===== src/rtl/shift_add_mul.sv =====
`default_nettype none
// ============================================================================
//  Module   : shift_add_mul
//  Brief    : Sequential unsigned shift-and-add multiplier. One partial
//             product is added per clock, so a run takes N iterations and
//             yields a 2N-bit product with a start/busy/done handshake.
//  Revision : 1.0 - initial release
// ============================================================================
module shift_add_mul #(
  parameter int N = 8
) (
  input  logic           clk,
  input  logic           rst,
  input  logic           start,
  input  logic [N-1:0]   Ain,
  input  logic [N-1:0]   Bin,
  output logic           busy,
  output logic           done,
  output logic [2*N-1:0] P
);

  localparam int            CW     = $clog2(N + 1);
  localparam logic [1:0]    c_IDLE = 2'd0;
  localparam logic [1:0]    c_RUN  = 2'd1;
  localparam logic [1:0]    c_DONE = 2'd2;
  localparam logic [CW-1:0] c_LAST = CW'(N - 1);

  logic [1:0]     r_state;
  logic [N-1:0]   r_m;     // multiplicand
  logic [N-1:0]   r_a;     // accumulator (high half of the running product)
  logic [N-1:0]   r_q;     // multiplier, shifted out as the low product fills in
  logic           r_c;     // adder carry-out; always cleared again by the shift
  logic [CW-1:0]  r_cnt;   // completed iterations
  logic [2*N-1:0] r_p;     // last completed product
  logic [N:0]     w_sum;   // {C,A} after this iteration's conditional add

  // Conditional partial-product add: accumulator plus multiplicand with
  // carry-in 0 when the current multiplier bit is set. r_c is zero whenever
  // RUN is active, so the pass-through branch equals {0,A}.
  always_comb begin
    w_sum = {r_c, r_a};
    if (r_q[0]) begin
      w_sum = {1'b0, r_a} + {1'b0, r_m};
    end
  end

  // Control FSM and datapath registers; reset discards any run in flight.
  always_ff @(posedge clk or posedge rst) begin
    if (rst) begin
      r_state <= c_IDLE;
      r_m     <= '0;
      r_a     <= '0;
      r_q     <= '0;
      r_c     <= 1'b0;
      r_cnt   <= '0;
      r_p     <= '0;
    end else begin
      case (r_state)
        c_IDLE: begin
          if (start) begin
            r_m     <= Ain;
            r_q     <= Bin;
            r_a     <= '0;
            r_c     <= 1'b0;
            r_cnt   <= '0;
            r_state <= c_RUN;
          end
        end
        c_RUN: begin
          // Shift {C,A,Q} right by one using the post-add C and A.
          r_c   <= 1'b0;
          r_a   <= w_sum[N:1];
          r_q   <= {w_sum[0], r_q[N-1:1]};
          r_cnt <= r_cnt + 1'b1;
          if (r_cnt == c_LAST) begin
            r_p     <= {w_sum, r_q[N-1:1]};
            r_state <= c_DONE;
          end
        end
        c_DONE: begin
          r_state <= c_IDLE;
        end
        default: begin
          r_state <= c_IDLE;
        end
      endcase
    end
  end

  assign busy = (r_state == c_RUN);
  assign done = (r_state == c_DONE);
  assign P    = r_p;

endmodule
`default_nettype wire


===== config.mk =====
export PLATFORM = sky130hd
export DESIGN_NAME = shift_add_mul
export DESIGN_NICKNAME = d
export VERILOG_FILES = /design/src/rtl/shift_add_mul.sv
export SDC_FILE = /design/constraint.sdc
export NUM_CORES = 1
export LEC_CHECK = 0
export CAP_MARGIN = 20
export CORE_MARGIN = 2
export CORE_UTILIZATION = 54
export CTS_BUF_LIST = sky130_fd_sc_hd__clkbuf_4 sky130_fd_sc_hd__clkbuf_8
export DETAILED_ROUTE_END_ITERATION = 8
export GPL_TIMING_DRIVEN = 0
export HOLD_SLACK_MARGIN = 0.08
export PLACE_DENSITY = 0.78
export SYNTH_ARGS = -nofsm -noshare
export SYNTH_HDL_FRONTEND = slang
export SYNTH_SLANG_ARGS = --single-unit

===== constraint.sdc =====
create_clock -name clk -period 6.3 [get_ports clk]
set_clock_uncertainty 0.15 [all_clocks]
set_input_delay 1.26 -clock clk [delete_from_list [all_inputs] [get_ports clk]]
set_output_delay 1.26 -clock clk [all_outputs]
set_load 0.01 [all_outputs]

; Word level (Yosys, flattened, before mapping)
; Cells that the tools add are included.
[totals]
regBits = 47
in_bits = 19
out_inout_bits = 18
[classes]
add_sub_neg = 2
eq_ne = 5
muxes = 12
n_reduce_logical = 6
[op_table]
columns = cell, count
row1 = one-hot mux 8 bit (2 select lines), 2
row2 = 2-to-1 mux 8 bit, 2
row3 = adder 8 x 8 -> 9 bit, 1
row4 = 2-to-1 mux 9 bit, 1
row5 = one-hot mux 4 bit (2 select lines), 1
row6 = AND reduction 2 bit, 4
row7 = "adder 4 x 1 -> 4 bit, second input constant", 1
row8 = "equality test 4 x 3 -> 1 bit, second input constant", 1
row9 = 2-to-1 mux 2 bit, 2
row10 = 2-to-1 mux 4 bit, 1
row11 = one-hot mux 2 bit (2 select lines), 1
row12 = "equality test 2 x 1 -> 1 bit, second input constant", 1
row13 = "equality test 2 bit, second input constant", 1
row14 = zero test 2 bit, 1
row15 = "inequality test 2 x 1 -> 1 bit, second input constant", 1
row16 = "inequality test 2 bit, second input constant", 1
row17 = one-hot mux 1 bit (2 select lines), 1
row18 = nonzero test 2 bit, 1
row19 = 2-to-1 mux 1 bit, 1

; Depth between registers and ports, before layout
; Gate-level depths: netlist (run 1).
[depth]
ltp_word = 3
depth_mapped = 8
depth_no_buf = 7

; Worst setup path after synthesis (run 1)
; OpenSTA, ideal clock, no wires.
[synth_path]
path_type = reg2reg
startpoint = register r_m[0]
endpoint = register r_a[5]
t_arrival_ns = 1.962
required_time_ns = 6.073
path_slack_ns = 4.111
path_stages_with_launch = 8
synth_period_minus_slack_ns = 2.189
cell_sequence = dfrtp_1 -> ha_1 -> fa_1 -> a21o_2 -> a221oi_2 -> xor2_1 -> mux2_2 -> a21oi_1
[synth_via]
elab_chain_len = 3
[synth_lines]
columns = element, line_no
row1 = start: declaration, 29  ; logic [N-1:0] r_m;
row2 = start signal: assignment, 61  ; r_m <= Ain;
row3 = adder 8 x 8 -> 9 bit, 43  ; w_sum = {1'b0, r_a} + {1'b0, r_m};
row4 = 2-to-1 mux 9 bit, 42  ; if (r_q[0]) begin
row5 = one-hot mux 8 bit (2 select lines), 58  ; case (r_state)
row6 = end signal: assignment, 72  ; r_a <= w_sum[N:1];
row7 = end: declaration, 30  ; logic [N-1:0] r_a;
; No other way between the ends.
; A chain may end at the register's enable or synchronous reset.

; Final worst setup path (run 1)
[layout_path]
startpoint = register r_state[1]
endpoint = output port busy
[layout_via]
elab_chain_len = 1
[layout_lines]
columns = element, line_no
row1 = start: declaration, 28  ; logic [1:0] r_state;
row2 = start signal: assignment, 50  ; r_state <= c_IDLE;
row3 = start signal: assignment, 66  ; r_state <= c_RUN;
row4 = start signal: assignment, 77  ; r_state <= c_DONE;
row5 = equality test 2 x 1 -> 1 bit, 90  ; assign busy = (r_state == c_RUN);
row6 = end: declaration, 17  ; output logic busy,
; No other way between the ends.

==> results of run 1 <==
## how the worst max path moves through the flow
stage | start | to | slack [ns] | cells past startpoint
floorplan | rst | P[0] | 3.80 | 1
global placement | rst | r_cnt[2] | 2.89 | 2
detailed placement | start | r_q[2] | 3.42 | 5
CTS | r_state[1] | busy | 3.22 | 4
global route | r_state[1] | busy | 3.18 | 4
finish | r_state[1] | busy | 3.22 | 4
## layer usage
metal  vias to the layer above  global-route usage, %  wire (µm)
met4                         0                   8.16         63
met1                       815                   31.0       2140
met3                         6                   5.33        207
met2                        42                   35.4       2120
met5                         -                      0          0
li1                        876                      -          -
## area by class of cell
cell class	count	area [µm²]	share of cell area [%]
clock buffers	7	83.8	3.11
well taps	50	62.6	2.32
multi-input cells	171	956	35.5
plain buffers	10	42.5	1.58
inverters	4	17.5	0.650
repair buffers	37	380	14.1
flip-flops and latches	46	1150	42.7
## through the flow
stage | area [µm²] | std cells | hold WS (ns)
after detailed placement | 2610 | 318 | 0.311
after global routing | 2690 | 325 | 0.352
final | 2690 | 325 | 0.322
after floorplan | 2170 | 231 | 0.302
after CTS | 2690 | 325 | 0.331
after global placement | 2590 | 317 | 0.306
## worst max-delay path, stage by stage, from the launching register on
cell and delay (ns):
dfrtp_1 0.39, nand2b_1 0.14, buf_2 0.18, inv_4 0.12, clkdlybuf4s50_1 0.55
## report_power, final
group / switching [mW] / internal [mW] / total, mW / leakage (nW)
logic: 0.413 / 0.364 / 0.776 / 0.662
clock network: 0.0895 / 0.0850 / 0.175 / 0.0452
registers: 0.101 / 0.444 / 0.544 / 0.560
total: 0.603 / 0.892 / 1.50 / 1.27
## cell families after synthesis
logic type | share of synthesized area, %
AND/OR/NAND/NOR | 19.6
adder cells (fa/ha/maj) | 6.12
multiplexers | 2.83
XOR/XNOR | 2.02
flip-flops | 53.1
AO/OA/AOI/OAI | 13.6
buffers and inverters | 2.77
## sequential cells by signal (all words and copies together) (netlist names)
signal and flops:
P 16, r_a 8, r_m 8, r_cnt 4, r_state 2, r_q 8
## cells in the final DEF (no fill, tap or decap), drive strengths merged
master / Yosys / layout
a21o: 4 / 4
or4: 1 / 1
buf: 5 / 6
and3: 1 / 1
nand3: 8 / 8
a221oi: 1 / 1
o31ai: 3 / 3
fa: 1 / 1
clkbuf: 5 / 12
o211ai: 1 / 1
nor2: 24 / 24
nand4: 1 / 1
a21oi: 8 / 8
xnor2: 3 / 3
clkdlybuf4s50: 0 / 36
nand2: 60 / 60
nor2b: 2 / 2
nor3: 3 / 3
ha: 9 / 9
and2: 1 / 1
mux2: 1 / 1
o21ai: 18 / 18
a221o: 1 / 1
a311oi: 1 / 1
dfrtp: 46 / 46
nand2b: 2 / 2
a31oi: 2 / 2
a211oi: 1 / 1
o22ai: 7 / 7
mux2i: 5 / 5
xor2: 2 / 2
inv: 4 / 4
==> results.md, run 1 <==
- Largest net degree at the start of global routing: 33
- # rows: 23
- Post-CTS sizing: 0
- Clock latency on the worst-skew pair: around 0.29 ns
- Mapped cell area: 0.00217 mm²
- Detail Route Antenna Nets: 0
- Cells after synthesis: 231
- Vias in the first global route: 1663
- Post-synth top area cell: dfrtp_1
- WP data arrival: 1.67 ns
- Routed len/inst: 13.9 µm
- Worst-path clk slew: approximately 0.07 ns
- Hold path endpoint: P[1]
- Pre-CTS setup slack: 3.42 ns
- Hold Buf Count CTS: 0
- Root buf cell: clkbuf_8
- Hold path start: P[1]
- Power Density: 555 mW/mm²
- Post-synthesis async set-or-reset flop share: 100%
- Final Cycle Share: 48.9%
- Register-to-register setup slack: 3.90 ns
- Port Buffers: 36
- N_diodes: 0
- Leak: 1.27 nW
- Die X: around 67 µm
- Die Height: 67.4 µm
- FF+latch count, synth: 46
- WP data required: 4.89 ns
- Sequential-to-total area share from yosys stat: 53.1%
- R2R depth: 7
- Distinct cells, synth: 36
- 1st-iter DRT viols: 132
- # DRC: 0
- Core Region: 0.00394 mm²
- Tightest Hold Check Type: flop to flop
- I/O pin count: 37
- Grt ovf: 0
- Overall Power: 1.50 mW
- Max-Cap Viols: 0
- TritonCTS clock tree: yes
- VDD IR max: 250 µV
- Final setup viols: 0
- Final WL: roughly 4.5 mm
- Prevailing post-synth register cell: dfrtp_1
- CP max FO: 10
- Core Util, Final: 68.3%
- GP Congestion: 0.838
- RSZ-0062 raised after global routing: false
- Initial antenna violation count: 0
- H-tree levels: 2
- Worst r2r dst: r_a[5]
- Max Root-Sink Buffers: 2
- Die Footprint: between 0.004 and 0.005 mm²
- Max Fclk: 325 MHz
- First-pass GRT wire length: 7.57 mm
- CP Launch Type: flop
- Ys Warns: 0
- Worst setup EP type: output pin
- DR pass1 iterations: 4
- Hold Violations, Final: 0
- Fillcell total: about 340
- Area delta synth->final: 24.3%
- CTS buffer count: 5
- All-layer global routing usage: 22.7%
- Status: complete, no violations
- Mapped Nets: 260
- Dpl hpwl: 3.28 mm
- Slew Limit Fails: 0
- Nets: around 300
- CP Class: flop to output pin
- Share of layout cells above drive strength 1: 7.27%
- Hold path depth: 2
- Ranking of synthesized cells by area: dfrtp_1 (53%), nand2_1 (10%), ha_1 (5.2%)
- Mean number of vias per cell: 5.35
- Tmin final: 3.08 ns
- Yosys top cell area share: a little over half
- Vias: 1739
- Post-synth EDFFs: 0
- Final setup margin: 3.22 ns
- Avg Inst Size Synth: between 9 and 10 µm²
- Post-synth top cells: nand2_1 (59), dfrtp_1 (46), nor2_1 (24)
- Slew @ Worst Pin: 0.535 ns
- Most common cell in the netlist: nand2_1
- Rel. slew slack: 64.3%
- Setup TNS: 0 ns
- Initial core utilization: 55.0%
- Clk sinks: 46
- FF-to-FF Start: r_m[0]
- Post-CTS setup buffers: 0
No activity file was read; power rests on OpenSTA's default activity.
==> inputs of run 2 (changes only) <==
Settings changed: CORE_UTILIZATION 54 to 49, PLACE_DENSITY 0.78 to 0.75.
Clock period 6.3 ns to 2.7 ns, I/O delays scaled along.
==> run 2 against run 1 <==
Net effect:
- via count is the same
- register-to-register slack lost 3.6 ns
- combinational power grew 130%
- global-route usage shrank 2.0 points
- die area grew 9.6%
- design area grew 0.51%
- clock power grew to 2.5 times the previous value
- largest cell class unchanged
- sequential share of layout area shrank 0.22 points
- cell count grew 0.92%
- hold slack gained 0.0054 ns
- routed wire length grew 0.73%
- first-iteration DRC count shrank 21%
==> results.md, run 2 (synthesis gave the netlist of run 1 again) <==
- Die Footprint: 0.00497 mm² (+9.6%)
- Dpl hpwl: 3.42 mm (+4.4%)
- Final setup margin: 0.280 ns (-2.94 ns)
- Grt met1 use: 27.5% (-3.5 points)
- Initial antenna violation count: 0 (unchanged)
- Fillcell total: 390 (+14%)
- Root buf cell: clkbuf_8
- RSZ-0062 raised after global routing: false
- N_diodes: 0 (unchanged)
- Routed len/inst: 13.9 µm (-0.19%)
- Setup TNS: 0 ns (unchanged)
- Commonest non-fill, non-tap cell in the layout: nand2_1
- Mean number of vias per cell: 5.30 (-0.91%)
- 1st-iter DRT viols: 104 (-21%)
- Final Cycle Share: around 90%
- Tmin final: between 2 and 2.5 ns
- DR pass1 iterations: 4 (unchanged)
- Post-CTS sizing: 0 (unchanged)
- Slew @ Worst Pin: 0.558 ns (+0.0230 ns)
- Pre-CTS setup slack: 0.286 ns (-3.13 ns)
- CTS buffer count: 5 (unchanged)
- Initial core utilization: 50.5% (-4.5 points)
- WP data required: 2.77 ns (-2.12 ns)
- Largest net degree at the start of global routing: 34 (+3.0%)
- I/O pin count: 37 (unchanged)
- GP Congestion: 0.850 (+1.4%)
- Nets: 304 (unchanged)
- VDD IR max: 421 µV (+69%)
- Max FFs per register: 16 (unchanged)
- Leak: 1.27 nW (+0.51%)
- Core Util, Final: 63.1% (-5.3 points)
- Final WL: 4.57 mm (+0.73%)
- Post-CTS setup buffers: 0 (unchanged)
- Slew Limit Fails: 0 (unchanged)
- Area delta synth->final: 24.9%
- # rows: 24 (+4.3%)
- CP max FO: 3 (-7)
- Die X: 70.5 µm (+4.7%)
- Overall Power: 3.53 mW (+140%)
- Routing usage on met2: 32.9% (-2.5 points)
- Max Root-Sink Buffers: 2 (unchanged)
- Max Fclk: 413 MHz
- Max-Cap Viols: 0 (unchanged)
- Final hold slack: 0.328 ns (+0.00542 ns)
- Clock latency on the worst-skew pair: 0.30 ns (about the same)
- Met3 GRT Util: 3.75% (-1.6 points)
- TritonCTS clock tree: yes
- Final setup viols: 0 (unchanged)
- Power Density: 1300 mW/mm² (+140%)
- Clk sinks: 46 (unchanged)
- Core Region: 0.00429 mm² (+8.9%)
- Vias in the first global route: 1702 (+2.3%)
- Worst setup EP type: flop
- CP Class: flop to flop
- Die Height: 70.5 µm (+4.7%)
- Hold Violations, Final: 0 (unchanged)
- Multi-input logic area: 956 µm² (unchanged)
- First-pass GRT wire length: 7.99 mm (+5.6%)
- WP data arrival: 2.49 ns (+0.82 ns)
- GRT busiest layer: met2
- Grt ovf: 0 (unchanged)
- # DRC: 0 (unchanged)
- Share of layout cells above drive strength 1: 7.61% (+0.34 points)
- Flip-flop and latch area: 0.00115 mm² (unchanged)
- CP Launch Type: flop
- Hold Buf Count CTS: 0 (unchanged)
- Worst-path clk slew: 0.09 ns (+0.02 ns)
- Port Buffers: 36 (unchanged)
- All-layer global routing usage: 20.6% (-2.0 points)
- Rel. slew slack: 62.8% (-1.5 points)
- Detail Route Antenna Nets: 0 (unchanged)
- H-tree levels: 2 (unchanged)
- Status: complete, no violations
- Tightest Hold Check Type: flop to flop
- Most frequent cells in the layout: nand2_1 (59), dfrtp_1 (46), clkdlybuf4s50_1 (36), nor2_1 (24), o21ai_0 (18)
- Vias: 1739 (unchanged)
==> run 2: cell count changes in the layout (fill, tap and decap cells not counted) <==
cell	previous run	this run
clkbuf_4	2	1
clkbuf_8	5	6
clkinv_2	0	1
==> run 2: final timing paths <==
kind,depth (start not counted),slack [ns],from,endpoint
setup / recovery,7,0.28,r_a[0],r_a[5]
hold / removal,2,0.33,P[0],P[0]
setup reg to reg,7,0.28,r_a[0],r_a[5]
hold reg to reg,2,0.33,P[0],P[0]
max in group asynchronous,3,1.58,rst,r_a[6]
min in group asynchronous,2,0.35,rst,P[0]
==> run 2: critical path, cell delays in order (launching register included) <==
cell and delay (ns):
dfrtp_1 0.42, ha_1 0.24, fa_1 0.41, a21o_2 0.22, a221oi_2 0.32, xor2_1 0.16, mux2_2 0.28, a21oi_1 0.14
==> run 2: layout make-up <==
| class | instances | area share, % |
|---|---|---|
| sequential | 46 | 42.5 |
| multi-input combinational | 171 | 35.3 |
| timing repair buffer | 37 | 14.0 |
| clock buffer | 7 | 3.33 |
| tap | 52 | 2.40 |
| buffer | 10 | 1.57 |
| inverter | 4 | 0.647 |
| clock inverter | 1 | 0.185 |
==> run 2: report_power, final <==
group | internal (mW) | leakage, nW | switching, mW
combinational | 0.848 | 0.662 | 0.968
sequential | 1.03 | 0.560 | 0.239
clock | 0.217 | 0.0517 | 0.226
total | 2.10 | 1.27 | 1.43
==> run 2: layer usage <==
layer  up-vias  share of wire, %
li1        874                 -
met1       820                46
met2        40                48
met3         5               4.2
met4         0               1.5
met5         -                 0
==> run 2: through the flow <==
step | instance area (µm²) | std cells
floorplan | 2170 | 231
global placement | 2590 | 319
detailed placement | 2610 | 320
CTS | 2710 | 328
global route | 2710 | 328
finish | 2710 | 328
==> inputs of run 3 (changes only) <==
--- a/constraint.sdc
+++ b/constraint.sdc
@@ -3,3 +3,3 @@
 set_input_delay 0.54 -clock clk [delete_from_list [all_inputs] [get_ports clk]]
 set_output_delay 0.54 -clock clk [all_outputs]
-set_load 0.01 [all_outputs]
+set_load 0.1 [all_outputs]
==> run 3 against run 2 <==
Net effect:
- non-clock buffer count did not move
- fmax shrank 8.2%
- register-to-register slack about the same
- count of clock-buffer cells in the layout did not move
- flip-flop and latch count stayed put
- global-route usage stayed put
- highest routed layer unchanged
==> results.md, run 3 (synthesis gave the netlist of run 1 again) <==
- N_diodes: 0 (unchanged)
- Largest net degree at the start of global routing: 34 (unchanged)
- Final setup margin: 0.0645 ns (-0.215 ns)
- Clock latency on the worst-skew pair: 0.30 ns (about the same)
- Post-CTS setup buffers: 0 (unchanged)
- Share of layout cells above drive strength 1: 7.97% (+0.36 points)
- CP Launch Type: flop
- CP Class: flop to output pin
- All-layer global routing usage: 20.6% (unchanged)
- CTS buffer count: 5 (unchanged)
- Die Footprint: 0.00497 mm² (unchanged)
- WP data required: 2.01 ns (-0.76 ns)
- Worst r2r dst: r_a[5]
- Fillcell total: 391 (+0.26%)
- Max Root-Sink Buffers: 2 (unchanged)
- Hold path endpoint: P[0]
- Max FFs per register: 16 (unchanged)
- Dpl hpwl: 3.42 mm (unchanged)
- # rows: 24 (unchanged)
- Hold path depth: 2 (unchanged)
- Initial core utilization: 50.5% (unchanged)
- Slew @ Worst Pin: 0.974 ns (+0.416 ns)
- CP max FO: 3 (unchanged)
- TritonCTS clock tree: yes
- Initial antenna violation count: 0 (unchanged)
- Hold Violations, Final: 0 (unchanged)
- Die Height: 70.5 µm (unchanged)
- Area delta synth->final: 24.7%
- Port Buffers: 36 (unchanged)
- Worst setup EP type: output pin
- Slew Limit Fails: 0 (unchanged)
- Register-to-register setup slack: 0.28 ns (about the same)
- Mean number of vias per cell: 5.33 (+0.52%)
- Final Cycle Share: 97.6% (+8.0 points)
- Tmin final: 2.64 ns (+0.215 ns)
- Max-Cap Viols: 0 (unchanged)
- DR pass1 iterations: 4 (unchanged)
- Worst-path clk slew: 0.09 ns (about the same)
- FF-to-FF Start: r_a[0]
- First-pass GRT wire length: 7.99 mm (unchanged)
- Clk sinks: 46 (unchanged)
- Commonest non-fill, non-tap cell in the layout: nand2_1
- Vias: 1748 (+0.52%)
- I/O pin count: 37 (unchanged)
- Tightest Hold Check Type: flop to flop
- Hold path start: P[0]
- Detail Route Antenna Nets: 0 (unchanged)
- Setup TNS: 0 ns (unchanged)
- Core Region: 0.00429 mm² (unchanged)
- Rel. slew slack: 34.9% (-28 points)
- Status: complete, no violations
- RSZ-0062 raised after global routing: false
- H-tree levels: 2 (unchanged)
- Max Fclk: 379 MHz (-8.2%)
- Final WL: 4.58 mm (+0.37%)
- Root buf cell: clkbuf_8
- Routed len/inst: 14.0 µm (+0.37%)
- Nets: 304 (unchanged)
- R2R depth: 7 (unchanged)
- # DRC: 0 (unchanged)
- Final setup viols: 0 (unchanged)
- Vias in the first global route: 1702 (unchanged)
- WP data arrival: 1.95 ns (-0.54 ns)
- Die X: 70.5 µm (unchanged)
- 1st-iter DRT viols: 102 (-1.9%)
- GP Congestion: 0.850 (unchanged)
- Grt ovf: 0 (unchanged)
- Pre-CTS setup slack: 0.0851 ns (-0.201 ns)
- Most frequent cells in the layout: nand2_1 (59), dfrtp_1 (46), clkdlybuf4s50_1 (35), nor2_1 (24), o21ai_0 (18)
==> run 3: cell types whose count changed in the layout (fill, tap and decap cells not counted), sizes merged <==
cell and change:
clkbuf +1, clkdlybuf4s50 -1
==> run 3: timing repair <==
action                     in CTS  in global routing
setup endpoints to repair       1                  1
gates resized for setup         1                  2
hold buffers                    0                  0
==> run 3: layout make-up <==
type | count | area (µm²) | area share [%]
Sequential cell | 46 | 1150 | 42.6
Inverter | 4 | 17.5 | 0.648
Clock buffer | 7 | 90.1 | 3.33
Timing Repair Buffer | 37 | 375 | 13.9
Buffer | 10 | 42.5 | 1.57
Clock inverter | 1 | 5.00 | 0.185
Multi-Input combinational cell | 171 | 956 | 35.4
Tap cell | 52 | 65.1 | 2.41
==> run 3: worst max path at each step <==
stage                from        to  slack, ns
3_5_place_dp   r_state[1]      busy       0.09
5_1_grt        r_state[0]      done       0.02
3_3_place_gp          rst  r_cnt[0]       0.02
4_1_cts        r_state[1]      busy       0.03
6_report       r_state[0]      done       0.06
2_1_floorplan  r_state[0]      done       0.29
==> run 3: through the flow <==
step | std cells | cell area (µm²) | hold slack, ns | utilization (%)
2_1_floorplan | 231 | 2170 | 0.302 | -
6_report | 328 | 2700 | 0.329 | 62.9
3_3_place_gp | 319 | 2590 | 0.307 | 60.4
4_1_cts | 328 | 2710 | 0.332 | 63.0
3_5_place_dp | 320 | 2610 | 0.312 | 60.8
5_1_grt | 328 | 2700 | 0.347 | 62.9
==> run 3: routing by layer <==
layer	up-vias	share of wire, %	global-route usage (%)
met2	40	48	32.9
met1	832	46	27.5
met5	-	0	0
met4	0	1.5	9.40
li1	871	-	-
met3	5	4.2	3.75
==> run 3: critical path, stage by stage (launching register included) <==
cell and delay [ns]:
dfrtp_1 0.40, nor2b_1 0.12, clkdlybuf4s50_1 1.14
Power of run 3 is left out: the tool's default activity adds up to more than one toggle a clock period on the data nets, which glitch-free logic cannot reach.
==> patch 1, RTL diff (flow settings as in run 1) <==
Register the outputs `busy` and `done`, without a reset; this adds one clock of latency there. The other outputs are not delayed to match.
--- a/src/rtl/shift_add_mul.sv
+++ b/src/rtl/shift_add_mul.sv
@@ -87,8 +87,10 @@
     end
   end
 
-  assign busy = (r_state == c_RUN);
-  assign done = (r_state == c_DONE);
+  always_ff @(posedge clk) begin
+    busy <= (r_state == c_RUN);
+    done <= (r_state == c_DONE);
+  end
   assign P    = r_p;
 
 endmodule
Behaviour: not the same (a bounded check fails within 4 cycles, from zero or initial values and one cycle with rst high).
==> patch 1 against run 1 <==
- synthesized cell count up 0.87%
- synthesized area grew 1.8%
- sequential share of layout area is 0.62 points higher
- final area grew 2.0%
- wire length up 7.3%
- power rose by 3.6%
- register-to-register slack about the same
- combinational power increased by 2%
- setup slack better by 0.45 ns
- count of clock-buffer cells in the layout grew 1
- worst hold slack worse by 0.0065 ns
- sequential cell count increased by 2
==> patch 1: results (changes against run 1) <==
Global route
  • Vias in the first global route: 1,858 (was 1,663)
  • Met3 GRT Util: 0.0444 (was 0.0533)
  • First-pass GRT wire length: 8.19 mm (was 7.57 mm)
  • GR Util met1: 0.288 (was 0.310)
  • Met2 usage: 0.420 (was 0.354)
  • Initial antenna violation count: 0 (unchanged)
  • GRT Resource Usage Total: 0.240 (was 0.227)

Setup path
  • Top delay family on crit path: buffers and inverters (unchanged)
  • Slowest stage delay, CP: 0.54 ns
  • Worst Path Arrival: 1.22 ns (was 1.67 ns)
  • CP Max Fanout: 2 (was 10)
  • Flop-to-flop setup slack: 3.89 ns (was 3.90 ns)
  • Worst setup path startpoint: P[13] (was r_state[1])
  • Worst Setup EP: P[13] (was busy)

Final layout
  • Layout fillers: 320 (was 343)
  • Layout cell share with drive strength beyond 1: 0.0755 (was 0.0727)
  • Count of nets after finishing: 306 (was 304)

Outcome
  • Run status: complete, no violations (unchanged)

Place
  • DP HPWL: 3.52 mm (was 3.28 mm)
  • Placer Congestion: 0.860 (was 0.838)

Yosys
  • Synth Area in XOR/XNOR: 0.0198 (was 0.0202)
  • Post-synthesis mux area share: 0.0278 (was 0.0283)
  • Asr flop ratio synth: 0.958 (was 1.00)
  • Post-synthesis compound-gate area fraction: 0.133 (was 0.136)
  • Sequential-to-total area share from yosys stat: 0.540 (was 0.531)
  • Cell variety after synth: 37 (was 36)
  • Syn_nets: 262 (was 260)
  • Synth Area in Adders: 0.0601 (was 0.0612)
  • Area contributors post-synth: dfrtp_1 52%, nand2_1 10%, ha_1 5.1% (was dfrtp_1 53%, nand2_1 10%, ha_1 5.2%)

Drt
  • First DRT Iteration DRCs: 153 (was 132)
  • DRT Pass-1 Iters: 4 (unchanged)
  • Via count: 1,796 (was 1,739)
  • WL per Instance: 14.8 um (was 13.9 um)

Power and ir drop
  • Peak VDD IR: 227 uV (was 250 uV)
  • Lkg Pwr: 1.29 nW (was 1.27 nW)

CTS
  • CTS Buf Count: 5 (unchanged)

Timing
  • Hold slack: 0.316 ns (was 0.322 ns)
  • Tightest Pin Transition: 0.571 ns (was 0.535 ns)
patch 1: cell type report:
class,count,area [um2],area share
Clock buffer,8,97.6,0.0355
Sequential cell,48,1190,0.434
Inverter,4,17.5,0.00638
Buffer,10,42.5,0.0155
Multi-Input combinational cell,171,956,0.348
Tap cell,50,62.6,0.0228
Timing Repair Buffer,37,380,0.138
patch 1: report_power, final:
| group | internal, mW | total [mW] | switching (mW) |
|---|---|---|---|
| sequential | 0.460 | 0.566 | 0.106 |
| combinational | 0.366 | 0.788 | 0.423 |
| clock | 0.0982 | 0.195 | 0.0967 |
patch 1: per-stage QoR:
stage | instances | total power, mW | worst slack [ns] | cell area, um2 | utilization
global route | 328 | 1.68 | 3.61 | 2750 | 0.692
detailed placement | 320 | 1.35 | 3.42 | 2650 | 0.667
CTS | 328 | 1.56 | 3.66 | 2750 | 0.692
finish | 328 | 1.55 | 3.67 | 2750 | 0.692
floorplan | 233 | 1.08 | 3.80 | 2210 | -
global placement | 319 | 1.32 | 2.89 | 2630 | 0.662
patch 1: per-layer routing:
layer	wire length, um	share of wire
met2	2430	0.50
met5	0	0
met1	2140	0.44
met4	70	0.014
met3	226	0.046
patch 1: worst min path at each step:
| stage | startpoint | endpoint | cells past startpoint |
|---|---|---|---|
| 5_1_grt | r_state[0] | done | 1 |
| 3_5_place_dp | r_state[0] | done | 1 |
| 4_1_cts | r_state[0] | done | 1 |
| 6_report | r_state[0] | done | 1 |
| 3_3_place_gp | r_state[0] | done | 1 |
| 2_1_floorplan | r_state[0] | done | 1 |
patch 1: logic make-up (layout without fill, tap and decap cells):
| group | Yosys count | count (layout) |
|---|---|---|
| AND/OR/NAND/NOR | 103 | 103 |
| flip-flops | 48 | 48 |
| AO/OA/AOI/OAI | 47 | 47 |
| buffers and inverters | 14 | 59 |
| adder cells (fa/ha/maj) | 10 | 10 |
| multiplexers | 6 | 6 |
| XOR/XNOR | 5 | 5 |
==> patch 2, RTL diff (config.mk and constraints of run 1) <==
Without the edit above. `N`: 8 -> 4.
--- a/src/rtl/shift_add_mul.sv
+++ b/src/rtl/shift_add_mul.sv
@@ -7,7 +7,7 @@
 //  Revision : 1.0 - initial release
 // ============================================================================
 module shift_add_mul #(
-  parameter int N = 8
+  parameter int N = 4
 ) (
   input  logic           clk,
   input  logic           rst,
Interface: changed (resized Ain, Bin and P); port bits go from 37 to 21. No check against the original RTL was run, so the function may have changed too.
==> patch 2 against run 1 <==
- clock power decreased by 57%
- count of clock-buffer cells in the layout decreased by 3
- sequential cell count shrank 21
- via count decreased by 46%
- synthesized area fell by 46%
- setup slack better by 0.14 ns
- final area down 46%
- global-route usage down 1.2 points
- power fell by 53%
- wire length shrank 50%
==> patch 2: results (changes against run 1) <==
Outcome
  • Run status: complete, no violations (unchanged)

Yosys
  • Synth Area in Adders: 0.0815 (was 0.0612)
  • Post-synth top cells: 29 x nand2_1, 25 x dfrtp_1, 16 x o21ai_0 (was 59 x nand2_1, 46 x dfrtp_1, 24 x nor2_1)
  • Post-synthesis compound-gate area fraction: 0.108 (was 0.136)
  • Synth Area in XOR/XNOR: 0.00750 (was 0.0202)
  • Post-synthesis mux area share: 0.0461 (was 0.0283)

Place
  • Placer Congestion: 0.814 (was 0.838)
  • Port bufs: 20 (was 36)

Drt
  • Wire length on met2: 1.09 mm (was 2.12 mm)
  • Metal-1 WL: 1.02 mm (was 2.14 mm)
  • Mean number of vias per cell: 5.52 (was 5.35)
  • Via count: 939 (was 1,739)
  • First DRT Iteration DRCs: 23 (was 132)

CTS
  • Clock tree root driver cell: clkbuf_4 (was clkbuf_8)
  • Worst-skew pair later-pin latency: 0.32 ns (was 0.29 ns)
  • CTS Buf Count: 3 (was 5)
  • Clk slew on worst S/H paths: 0.13 ns (was 0.07 ns)

Global route
  • Vias in the first global route: 949 (was 1,663)

Final layout
  • Count of nets after finishing: 162 (was 304)
  • Layout cell share with drive strength beyond 1: 0.105 (was 0.0727)
  • Max reg flops: 8 (was 16)
  • Post-layout util: 0.723 (was 0.683)

Power and ir drop
  • Peak VDD IR: 308 uV (was 250 uV)
  • Lkg Pwr: 0.680 nW (was 1.27 nW)

Timing
  • Tightest Pin Transition: 0.460 ns (was 0.535 ns)

Setup path
  • Worst Path Arrival: 1.53 ns (was 1.67 ns)
## patch 2: cell types whose count changed in the layout (fill, tap and decap cells not counted), moves of 5 or more
cell / delta
a21oi_1: -7
clkbuf_8: -5
clkdlybuf4s50_1: -16
dfrtp_1: -21
nand2_1: -30
nor2_1: -20
o22ai_1: -7
## patch 2: worst max-delay path, delay by kind of cell (launching register included)
kind	cells	cell delay, ns
buffers and inverters	2	0.64
DFF	1	0.42
and+or+nand+nor	1	0.17
## patch 2: kinds of logic after synthesis
kind of cell	count (synthesis)
adders and majority gates	7
AOI/OAI and AO/OA	23
xor gates and xnor gates	1
buffers and inverters	10
muxes	5
and+or+nand+nor	47
DFF	25
## patch 2: final timing paths
kind	endpoint	cells after the start	from	slack [ns]
setup reg to reg	P[7]	6	r_m[0]	4.36
hold / removal	P[5]	2	P[5]	0.35
hold reg to reg	P[5]	2	P[5]	0.35
min in group asynchronous	r_a[2]	2	rst	1.08
setup / recovery	busy	3	r_state[1]	3.36
max in group asynchronous	r_q[1]	3	rst	4.46
## patch 2: final cells by class
class                   count  share of cell area
flip-flops and latches     25               0.433
multi-input cells          83               0.345
repair buffers             21               0.149
well taps                  27              0.0234
clock buffers               4              0.0208
plain buffers               6              0.0190
inverters                   4              0.0104
## patch 2: layer usage
metal  track usage  vias to the layer above
met4        0.0811                        0
met3        0.0327                        4
li1              -                      449
met2         0.373                       29
met5             0                        -
met1         0.271                      457
## patch 2: report_power, final
| group | leakage, nW | switching [mW] | total [mW] | internal [mW] |
|---|---|---|---|---|
| clock | 0.0184 | 0.0463 | 0.0753 | 0.0291 |
| combinational | 0.353 | 0.178 | 0.343 | 0.165 |
| sequential | 0.309 | 0.0508 | 0.285 | 0.235 |
